==> config.mk <==
export PLATFORM = sky130hd
export DESIGN_NAME = wash_program_sequencer
export DESIGN_NICKNAME = d
export VERILOG_FILES = /design/src/rtl/wash_program_sequencer_pkg.sv /design/src/rtl/wash_program_sequencer_phase_timer.sv /design/src/rtl/wash_program_sequencer.sv
export SDC_FILE = /design/constraint.sdc
export NUM_CORES = 1
export LEC_CHECK = 0
export CAP_MARGIN = 20
export CORE_MARGIN = 4
export CORE_UTILIZATION = 45
export DETAILED_ROUTE_END_ITERATION = 8
export PLACE_DENSITY = 0.69
export SETUP_SLACK_MARGIN = 0.3
export SYNTH_ARGS = -nofsm -noshare
export SYNTH_HDL_FRONTEND = slang
export SYNTH_SLANG_ARGS = --single-unit
export TNS_END_PERCENT = 100
==> constraint.sdc <==
create_clock -name clk -period 7.6 [get_ports clk]
set_clock_uncertainty 0.05 [all_clocks]
set_input_delay 0.76 -clock clk [delete_from_list [all_inputs] [get_ports clk]]
set_output_delay 0.76 -clock clk [all_outputs]
set_load 0.05 [all_outputs]
==> src/rtl/wash_program_sequencer_pkg.sv <==
// Shared types for the wash program sequencer: state encoding, cycle modes,
// per-mode phase durations and per-phase energy rates.
package wash_program_sequencer_pkg;

    typedef enum logic [3:0] {
        ST_IDLE  = 4'd0,
        ST_LOCK  = 4'd1,
        ST_FILL  = 4'd2,
        ST_HEAT  = 4'd3,
        ST_WASH  = 4'd4,
        ST_RINSE = 4'd5,
        ST_SPIN  = 4'd6,
        ST_DONE  = 4'd7,
        ST_FAULT = 4'd8
    } state_e;

    typedef enum logic [1:0] {
        MODE_NORMAL   = 2'b00,
        MODE_QUICK    = 2'b01,
        MODE_HEAVY    = 2'b10,
        MODE_DELICATE = 2'b11
    } mode_e;

    typedef struct packed {
        logic [7:0] wash;
        logic [7:0] rinse;
        logic [7:0] spin;
    } durations_t;

    localparam logic [2:0] RATE_FILL  = 3'd1;
    localparam logic [2:0] RATE_HEAT  = 3'd4;
    localparam logic [2:0] RATE_WASH  = 3'd2;
    localparam logic [2:0] RATE_RINSE = 3'd1;
    localparam logic [2:0] RATE_SPIN  = 3'd3;

    function automatic durations_t mode_durations(input mode_e m);
        durations_t d;
        case (m)
            MODE_QUICK:    d = '{wash: 8'd20, rinse: 8'd10, spin: 8'd15};
            MODE_HEAVY:    d = '{wash: 8'd60, rinse: 8'd30, spin: 8'd40};
            MODE_DELICATE: d = '{wash: 8'd30, rinse: 8'd20, spin: 8'd10};
            default:       d = '{wash: 8'd40, rinse: 8'd20, spin: 8'd30};
        endcase
        return d;
    endfunction

    function automatic logic [2:0] energy_rate(input state_e s);
        case (s)
            ST_FILL:  return RATE_FILL;
            ST_HEAT:  return RATE_HEAT;
            ST_WASH:  return RATE_WASH;
            ST_RINSE: return RATE_RINSE;
            ST_SPIN:  return RATE_SPIN;
            default:  return 3'd0;
        endcase
    endfunction

endpackage

==> src/rtl/wash_program_sequencer_phase_timer.sv <==
// Loadable down-counter: load wins over decrement, holds when dec is low,
// and flags expiry once the count reaches zero.
module phase_timer #(
    parameter int W = 8
) (
    input  logic         clk,
    input  logic         reset,
    input  logic         load,
    input  logic [W-1:0] load_val,
    input  logic         dec,
    output logic         expired
);

    logic [W-1:0] count_q, count_d;

    always_comb begin
        count_d = count_q;
        if (load)
            count_d = load_val;
        else if (dec && count_q != '0)
            count_d = count_q - 1'b1;
    end

    always_ff @(posedge clk) begin
        if (reset) count_q <= '0;
        else       count_q <= count_d;
    end

    assign expired = (count_q == '0);

endmodule

==> src/rtl/wash_program_sequencer.sv <==
// Wash program sequencer: lock, fill, heat, wash, N rinses, spin, with
// pause/door freeze, fill/heat timeout and a saturating energy total.
module wash_program_sequencer
    import wash_program_sequencer_pkg::*;
#(
    parameter int CNT_W     = 8,
    parameter int ENERGY_W  = 12,
    parameter int MAX_RINSE = 3,
    parameter int TIMEOUT   = 200
) (
    input  logic                clk,
    input  logic                reset,
    input  logic                start,
    input  logic                pause,
    input  logic                enable_lock,
    input  logic                water_ready,
    input  logic                temp_ready,
    input  logic                sense_ok,
    input  logic [1:0]          cycle_mode,
    input  logic [1:0]          rinse_count,
    output logic                fill_valve,
    output logic                heater_on,
    output logic                wash_enable,
    output logic                rinse_enable,
    output logic                spin_enable,
    output logic                busy,
    output logic                complete,
    output logic                fault,
    output logic [3:0]          phase,
    output logic [ENERGY_W-1:0] energy_consumed
);

    state_e              state_q, state_d;
    mode_e               mode_q, mode_d;
    logic [1:0]          rinse_q, rinse_d;
    logic [ENERGY_W-1:0] energy_q, energy_d;
    logic [ENERGY_W:0]   energy_sum;

    logic             tmr_load, tmr_dec, tmr_expired;
    logic [CNT_W-1:0] tmr_val;
    logic             active, hold;
    durations_t       dur;

    phase_timer #(.W(CNT_W)) u_timer (
        .clk      (clk),
        .reset    (reset),
        .load     (tmr_load),
        .load_val (tmr_val),
        .dec      (tmr_dec),
        .expired  (tmr_expired)
    );

    assign active = (state_q inside {ST_FILL, ST_HEAT, ST_WASH, ST_RINSE, ST_SPIN});
    assign hold   = active && (pause || !enable_lock);
    assign dur    = mode_durations(mode_q);

    assign energy_sum = {1'b0, energy_q} + (ENERGY_W+1)'(energy_rate(state_q));

    always_comb begin
        state_d  = state_q;
        mode_d   = mode_q;
        rinse_d  = rinse_q;
        energy_d = energy_q;
        tmr_load = 1'b0;
        tmr_val  = '0;
        tmr_dec  = 1'b0;

        if (active && !hold)
            energy_d = energy_sum[ENERGY_W] ? {ENERGY_W{1'b1}} : energy_sum[ENERGY_W-1:0];

        case (state_q)
            ST_IDLE: if (start) begin
                state_d  = ST_LOCK;
                mode_d   = mode_e'(cycle_mode);
                energy_d = '0;
                if (rinse_count == 2'd0)
                    rinse_d = 2'd1;
                else if (int'(rinse_count) > MAX_RINSE)
                    rinse_d = 2'(MAX_RINSE);
                else
                    rinse_d = rinse_count;
            end
            ST_LOCK: if (enable_lock) begin
                state_d  = ST_FILL;
                tmr_load = 1'b1;
                tmr_val  = CNT_W'(TIMEOUT - 1);
            end
            ST_FILL: if (!hold) begin
                if (water_ready) begin
                    state_d  = ST_HEAT;
                    tmr_load = 1'b1;
                    tmr_val  = CNT_W'(TIMEOUT - 1);
                end else if (tmr_expired) begin
                    state_d = ST_FAULT;
                end else begin
                    tmr_dec = 1'b1;
                end
            end
            ST_HEAT: if (!hold) begin
                if (temp_ready) begin
                    if (sense_ok) begin
                        state_d  = ST_WASH;
                        tmr_load = 1'b1;
                        tmr_val  = CNT_W'(int'(dur.wash) - 1);
                    end else begin
                        state_d = ST_FAULT;
                    end
                end else if (tmr_expired) begin
                    state_d = ST_FAULT;
                end else begin
                    tmr_dec = 1'b1;
                end
            end
            ST_WASH: if (!hold) begin
                if (tmr_expired) begin
                    state_d  = ST_RINSE;
                    tmr_load = 1'b1;
                    tmr_val  = CNT_W'(int'(dur.rinse) - 1);
                end else begin
                    tmr_dec = 1'b1;
                end
            end
            // rinse_q counts the passes still owed, including the current one
            ST_RINSE: if (!hold) begin
                if (tmr_expired) begin
                    tmr_load = 1'b1;
                    if (rinse_q <= 2'd1) begin
                        state_d = ST_SPIN;
                        rinse_d = 2'd0;
                        tmr_val = CNT_W'(int'(dur.spin) - 1);
                    end else begin
                        rinse_d = rinse_q - 2'd1;
                        tmr_val = CNT_W'(int'(dur.rinse) - 1);
                    end
                end else begin
                    tmr_dec = 1'b1;
                end
            end
            ST_SPIN: if (!hold) begin
                if (tmr_expired) state_d = ST_DONE;
                else             tmr_dec = 1'b1;
            end
            ST_DONE: if (!start) state_d = ST_IDLE;
            default: state_d = state_q;
        endcase
    end

    always_ff @(posedge clk) begin
        if (reset) begin
            state_q  <= ST_IDLE;
            mode_q   <= MODE_NORMAL;
            rinse_q  <= '0;
            energy_q <= '0;
        end else begin
            state_q  <= state_d;
            mode_q   <= mode_d;
            rinse_q  <= rinse_d;
            energy_q <= energy_d;
        end
    end

    // Actuators decode the registered state and drop at once while frozen
    assign fill_valve      = (state_q == ST_FILL)  && !hold;
    assign heater_on       = (state_q == ST_HEAT)  && !hold;
    assign wash_enable     = (state_q == ST_WASH)  && !hold;
    assign rinse_enable    = (state_q == ST_RINSE) && !hold;
    assign spin_enable     = (state_q == ST_SPIN)  && !hold;
    assign busy            = active || (state_q == ST_LOCK);
    assign complete        = (state_q == ST_DONE);
    assign fault           = (state_q == ST_FAULT);
    assign phase           = state_q;
    assign energy_consumed = energy_q;

endmodule

### Yosys cells after proc, flatten, opt, wreduce, memory -nomap -nowiden

Index checks and enable logic that the tools add are counted.

| word-level totals | value |
|---|---|
| register bits after elaboration | 28 |
| bits of input ports | 12 |
| output and inout bits | 24 |
| logic and storage cells | 120 |

| operators by class | value |
|---|---|
| add/subtract/negate cells | 6 |
| order comparisons | 1 |
| equal/unequal tests | 23 |
| multiplexer cells | 59 |
| reduce and logical (&&, ||, !) cells | 26 |

Operator list:

| kind | number |
|---|---|
| $mux 8 | 13 |
| $pmux 22 s3 | 1 |
| $mux 4 | 16 |
| $mux 12 | 4 |
| $pmux 8 s5 | 1 |
| $pmux 4 s8 | 1 |
| $sub 8x1->8 const B | 4 |
| $ne 2x2->1 const B | 12 |
| $eq 4x3->1 const B | 4 |
| $reduce_bool 8->1 | 2 |
| $mux 1 | 14 |
| $add 12x3->13 | 1 |
| $reduce_and 13->1 | 1 |
| $pmux 3 s4 | 1 |
| $mux 2 | 5 |
| $eq 4x2->1 const B | 2 |
| $logic_and 1x1->1 | 8 |
| $logic_not 8->1 | 1 |
| $reduce_bool 5->1 | 1 |
| $eq 2x2->1 const B | 2 |
| $eq 4x1->1 const B | 1 |
| $eq 4x4->1 const B | 1 |
| $logic_not 4->1 | 1 |
| $pmux 1 s4 | 1 |
| 13 further kinds | 17 |

### Longest topological paths before layout

| logic depth | value |
|---|---|
| word-level depth | 8 |
| mapped depth | 12 |
| depth with buffers taken out | 10 |

### Cells and area by module

From an unflattened synthesis, not the netlist that was laid out.

| unflattened totals | value |
|---|---|
| cell total of the unflattened synthesis | 266 |
| area, all modules | 2120.8 sq um |

By module, submodules not included:

| module | instances | cells an instance | area an instance (sq um) | seq. area each (sq um) |
|---|---|---|---|---|
| wash_program_sequencer | 1 | 207 | 1605.3 | 400.4 |
| phase_timer | 1 | 59 | 515.5 | 160.2 |

### Worst setup path after synthesis

OpenSTA, ideal clock, no wires.

| timing | value |
|---|---|
| path kind | register to output |
| start point | register state_q[1] (netlist: phase[1]) |
| end point | output port fill_valve |
| data arrival time | 2.605 ns |
| required time | 6.790 ns |
| path slack | 4.185 ns |
| cell stages (with the launch flop) | 5 |
| path buffers | 2 |
| cell sequence | dfxtp_1 > buf_6 > buf_2 > nand2_1 > nor4_1 |

| on the way | value |
|---|---|
| longest elaborated chain between the ends | 5 |
| elaborated cells between the ends (all ways) | 9 |
| those cells by class | eq/ne (5); reduce/logical (4) |

Ends and longest elaborated chain:

| item | RTL line | RTL |
|---|---|---|
| start: declaration | wash_program_sequencer.sv:33 | `state_e state_q, state_d;` |
| start signal: assignment | wash_program_sequencer.sv:155 | `state_q <= state_d;` |
| $eq 4x2->1, or another cell as far along | wash_program_sequencer.sv:53, wash_program_sequencer.sv:163 |  |
| $reduce_bool 5->1 | wash_program_sequencer.sv:53 | `assign active = (state_q inside {ST_FILL, ST_HEAT, ST_WASH, ST_RINSE, ST_SPIN});` |
| $logic_and 1x1->1 | wash_program_sequencer.sv:54 | `assign hold = active && (pause \|\| !enable_lock);` |
| $logic_not 1->1 | wash_program_sequencer.sv:163 | `assign fill_valve = (state_q == ST_FILL) && !hold;` |
| $logic_and 1x1->1 * | wash_program_sequencer.sv:163 |  |
| end: declaration | wash_program_sequencer.sv:21 | `output logic fill_valve,` |

Every way passes the cells marked *; elsewhere a longest branch is shown, timed or not.

### Worst setup path in the final report

| timing | value |
|---|---|
| start point | input port enable_lock |
| end point | output port wash_enable |

| on the way | value |
|---|---|
| longest elaborated chain between the ends | 5 |

Ends and longest elaborated chain:

| item | RTL line | RTL |
|---|---|---|
| start: declaration | wash_program_sequencer.sv:15 | `input logic enable_lock,` |
| $logic_not 1->1 | wash_program_sequencer.sv:54 |  |
| $logic_or 1x1->1 | wash_program_sequencer.sv:54 |  |
| $logic_and 1x1->1 | wash_program_sequencer.sv:54 |  |
| $logic_not 1->1 | wash_program_sequencer.sv:165 | `assign wash_enable = (state_q == ST_WASH) && !hold;` |
| $logic_and 1x1->1 | wash_program_sequencer.sv:165 |  |
| end: declaration | wash_program_sequencer.sv:23 | `output logic wash_enable,` |

No other way between the ends.

==> results.md <==
* Via/cell ratio at around 6.0
* I/O pin count at 36
* Top-count cell post-synth: dfxtp_1
* Kind of critical path: input port to primary output
* H-tree depth at 1
* WHS Endpoint: rinse_q[0]
* Post-CTS Setup Bufs at 0
* Worst Tran Pin Value at 0.7486 ns
* Fmax achieved at 266.0 MHz
* Max cap viols at 0
* P_int at approximately 0.4 mW
* Hold slack final at roughly 0.49 ns
* Post-Syn Area per Cell at 8.174 sq um
* Area share of the largest cell type after synthesis at between 20% and 30%
* GR Overflow Total at 0
* Port Buf Inserts at 35
* Drt drc at 0
* Multi-input gate area at roughly 1600 sq um
* Total power per unit cell area at 278.0 nW/um^2
* Setup TNS at 0 ns
* Starting Density at between 40% and 50%
* Wirelength per Cell at 16.26 um
* Leak Pwr at around 0.98 nW
* Area of the die at approximately 6200 sq um
* Final wirelength at approximately 6000 um
* P&R area growth vs syn at 19.52%
* First-pass GRT wire length at 10,190 um
* Switching power at 0.3536 mW
* R2r startpoint: phase[1]
* Final ANT Viol Nets at 0
* Relative slew slack at 50.03%
* Vias in the first global route at approximately 2,200
* Worst EP required at 6.79 ns
* Gr usage total at between 20 and 25%
* Via count at 2,216
* Final hold violations at 0
* Antenna violations before repair at 0
* Yosys top cell by area: dfxtp_1
* Combinational share of power at between 50% and 60%
* Hold_buf cts at 0
* Switching part of the total at a little under half
* Ant. Diodes at 0
* Fin crit share at between 40% and 50%
* Worst-case clock buffer depth at 2
* Horiz. Die Dim at approximately 79 um
* Critical path endpoint category: primary output
* Worst r2r dst: energy_consumed[6]
* Dominant register cell in the synthesized netlist: dfxtp_1
* CTS clock-pin slew for the worst setup and hold paths at 0.10 ns
* Worst reg-to-reg path cell count at 10
* Part of the power in registers at between 30 and 40%
* Number of enable flip-flop cells after synthesis at 0
* RSZ-0062 raised after global routing: false
* Row count at 25
* Hold Crit Start: rinse_q[0]
* Layout Nets at about 330
* Post-Syn Area at 2256 sq um
* Slew Limit Fails at 0
* Share of cells above drive strength 1 at around 8%
* Status: completed
* Hold WC Path Type: flop to flop
* Synth cell count leaders: 28 x dfxtp_1, 24 x nor2_1, 21 x a21oi_1, 15 x nand2_1, 14 x inv_1
* TritonCTS clock tree: yes
* Net count after synthesis at between 300 and 400
* Crit path arrival time at 2.95 ns
* Clk sinks at 28
* Worst reg-to-reg setup slack at between 4 and 5 ns
* Worst hold stages at 2
* Worst Path Max Fanout at 6
* Largest net degree at the start of global routing at 24
* Sequential area share after synthesis at around 25%
* Number of fill cells in the layout at between 400 and 500
* CTS resizes at 0
* Worst vdd ir at roughly 0.13 mV
* Core ar. at around 4800 sq um
* Die Ht at 78.81 um
* Drt first-iter violations at 265
* CTS buffer count at 3
* Clock Power Share at 16.5%
* Placer Congestion at roughly 0.86
* Setup violations, final at 0
* DP HPWL at approximately 4500 um
* Drt pass-1 iters at 4
* Yosys cell types at 68
* Yosys warning total at 0
* CTS root buffer: clkbuf_8
* Reg area at 560.5 sq um
* Min cycle time layout at 3.760 ns
* Startpoint Class: input port
* Later-pin clock latency in the skew report at between 0.2 and 0.3 ns
* Most area-consuming cells after synthesis: dfxtp_1 25%, ha_1 6.7%, a21oi_1 4.7%, nor2_1 4.0%, mux2i_1 3.1%
* Post-Syn Instances at 276
* Ys async rst share at 0%
* #FFs+latches synth at 28
==> area by class of cell <==
| type | instances | area share, % |
|---|---|---|
| timing repair buffer | 35 | 12.99 |
| multi-input combinational | 222 | 58.51 |
| clock buffer | 3 | 1.531 |
| inverter | 14 | 1.949 |
| sequential | 28 | 20.79 |
| clock inverter | 1 | 1.114 |
| tap | 67 | 3.109 |
==> per-stage QoR <==
stage | cell area (sq um) | setup slack [ns] | cells | utilization (%) | power (mW)
4_1_cts | 2696 | 3.845 | 370 | 56.34 | 0.7504
5_1_grt | 2696 | 3.722 | 370 | 56.34 | 0.8041
3_5_place_dp | 2625 | 3.860 | 366 | 54.85 | 0.6243
3_3_place_gp | 2625 | 3.887 | 366 | 54.85 | 0.6209
6_report | 2696 | 3.840 | 370 | 56.34 | 0.7497
2_1_floorplan | 2256 | 4.185 | 276 | - | 0.5355
==> cell usage in the layout (no fill, tap or decap), types with 6 or more instances in the layout <==
master	netlist	layout
nand4_1	7	7
nor3_1	9	9
a31oi_1	9	9
a21oi_1	21	21
nand3_1	12	12
nor2_1	24	24
xnor2_1	7	7
inv_1	14	14
nor2b_1	7	7
mux2i_1	7	7
clkdlybuf4s50_1	0	35
nor3b_1	6	6
dfxtp_1	28	28
nand2_1	15	15
ha_1	12	12
==> per-layer routing <==
metal / up-vias / track usage (%) / share of wire [%]
met3: 11 / 4.649 / 5.7
met4: 0 / 5.594 / 1.8
met1: 1038 / 26.33 / 45
li1: 1100 / - / -
met2: 67 / 33.02 / 47
met5: - / 0 / 0
==> cell families (layout without fill, tap and decap cells) <==
kind of cell | after synthesis | count (layout) | share of synthesized area, %
AND/OR/NAND/NOR | 115 | 115 | 31.00
AO/OA/AOI/OAI | 78 | 78 | 24.79
flip-flops | 28 | 28 | 24.85
buffers and inverters | 26 | 53 | 5.213
adder cells (fa/ha/maj) | 13 | 13 | 7.543
XOR/XNOR | 9 | 9 | 3.494
multiplexers | 7 | 7 | 3.106
==> worst max-delay path, cell delays in order <==
cell             delay, ns
clkdlybuf4s50_1       0.54
nor2b_1               0.37
o21ai_0               0.27
nor3_1                0.18
clkdlybuf4s50_1       0.82
==> how the worst max path moves through the flow <==
| stage | start | slack [ns] | endpoint | cells after the start |
|---|---|---|---|---|
| after detailed placement | enable_lock | 3.86 | wash_enable | 5 |
| after floorplan | phase[1] | 4.19 | fill_valve | 4 |
| final | enable_lock | 3.84 | wash_enable | 5 |
| after global routing | enable_lock | 3.72 | wash_enable | 5 |
| after global placement | enable_lock | 3.89 | wash_enable | 5 |
| after CTS | enable_lock | 3.85 | wash_enable | 5 |
==> flip-flops by register name (all words and copies together) (netlist names) <==
signal and cells:
phase 4, energy_consumed 12, rinse_q 2, mode_q 2, u_timer.count_q 8
==> power groups by stage <==
stage / Clock, mW / Combinational, mW / Sequential, mW
floorplan: 0 / 0.321 / 0.215
global placement: 0 / 0.393 / 0.228
detailed placement: 0 / 0.395 / 0.229
CTS: 0.127 / 0.398 / 0.226
global route: 0.132 / 0.439 / 0.233
finish: 0.123 / 0.401 / 0.226
Note: power is estimated with default switching activity, not from simulation.
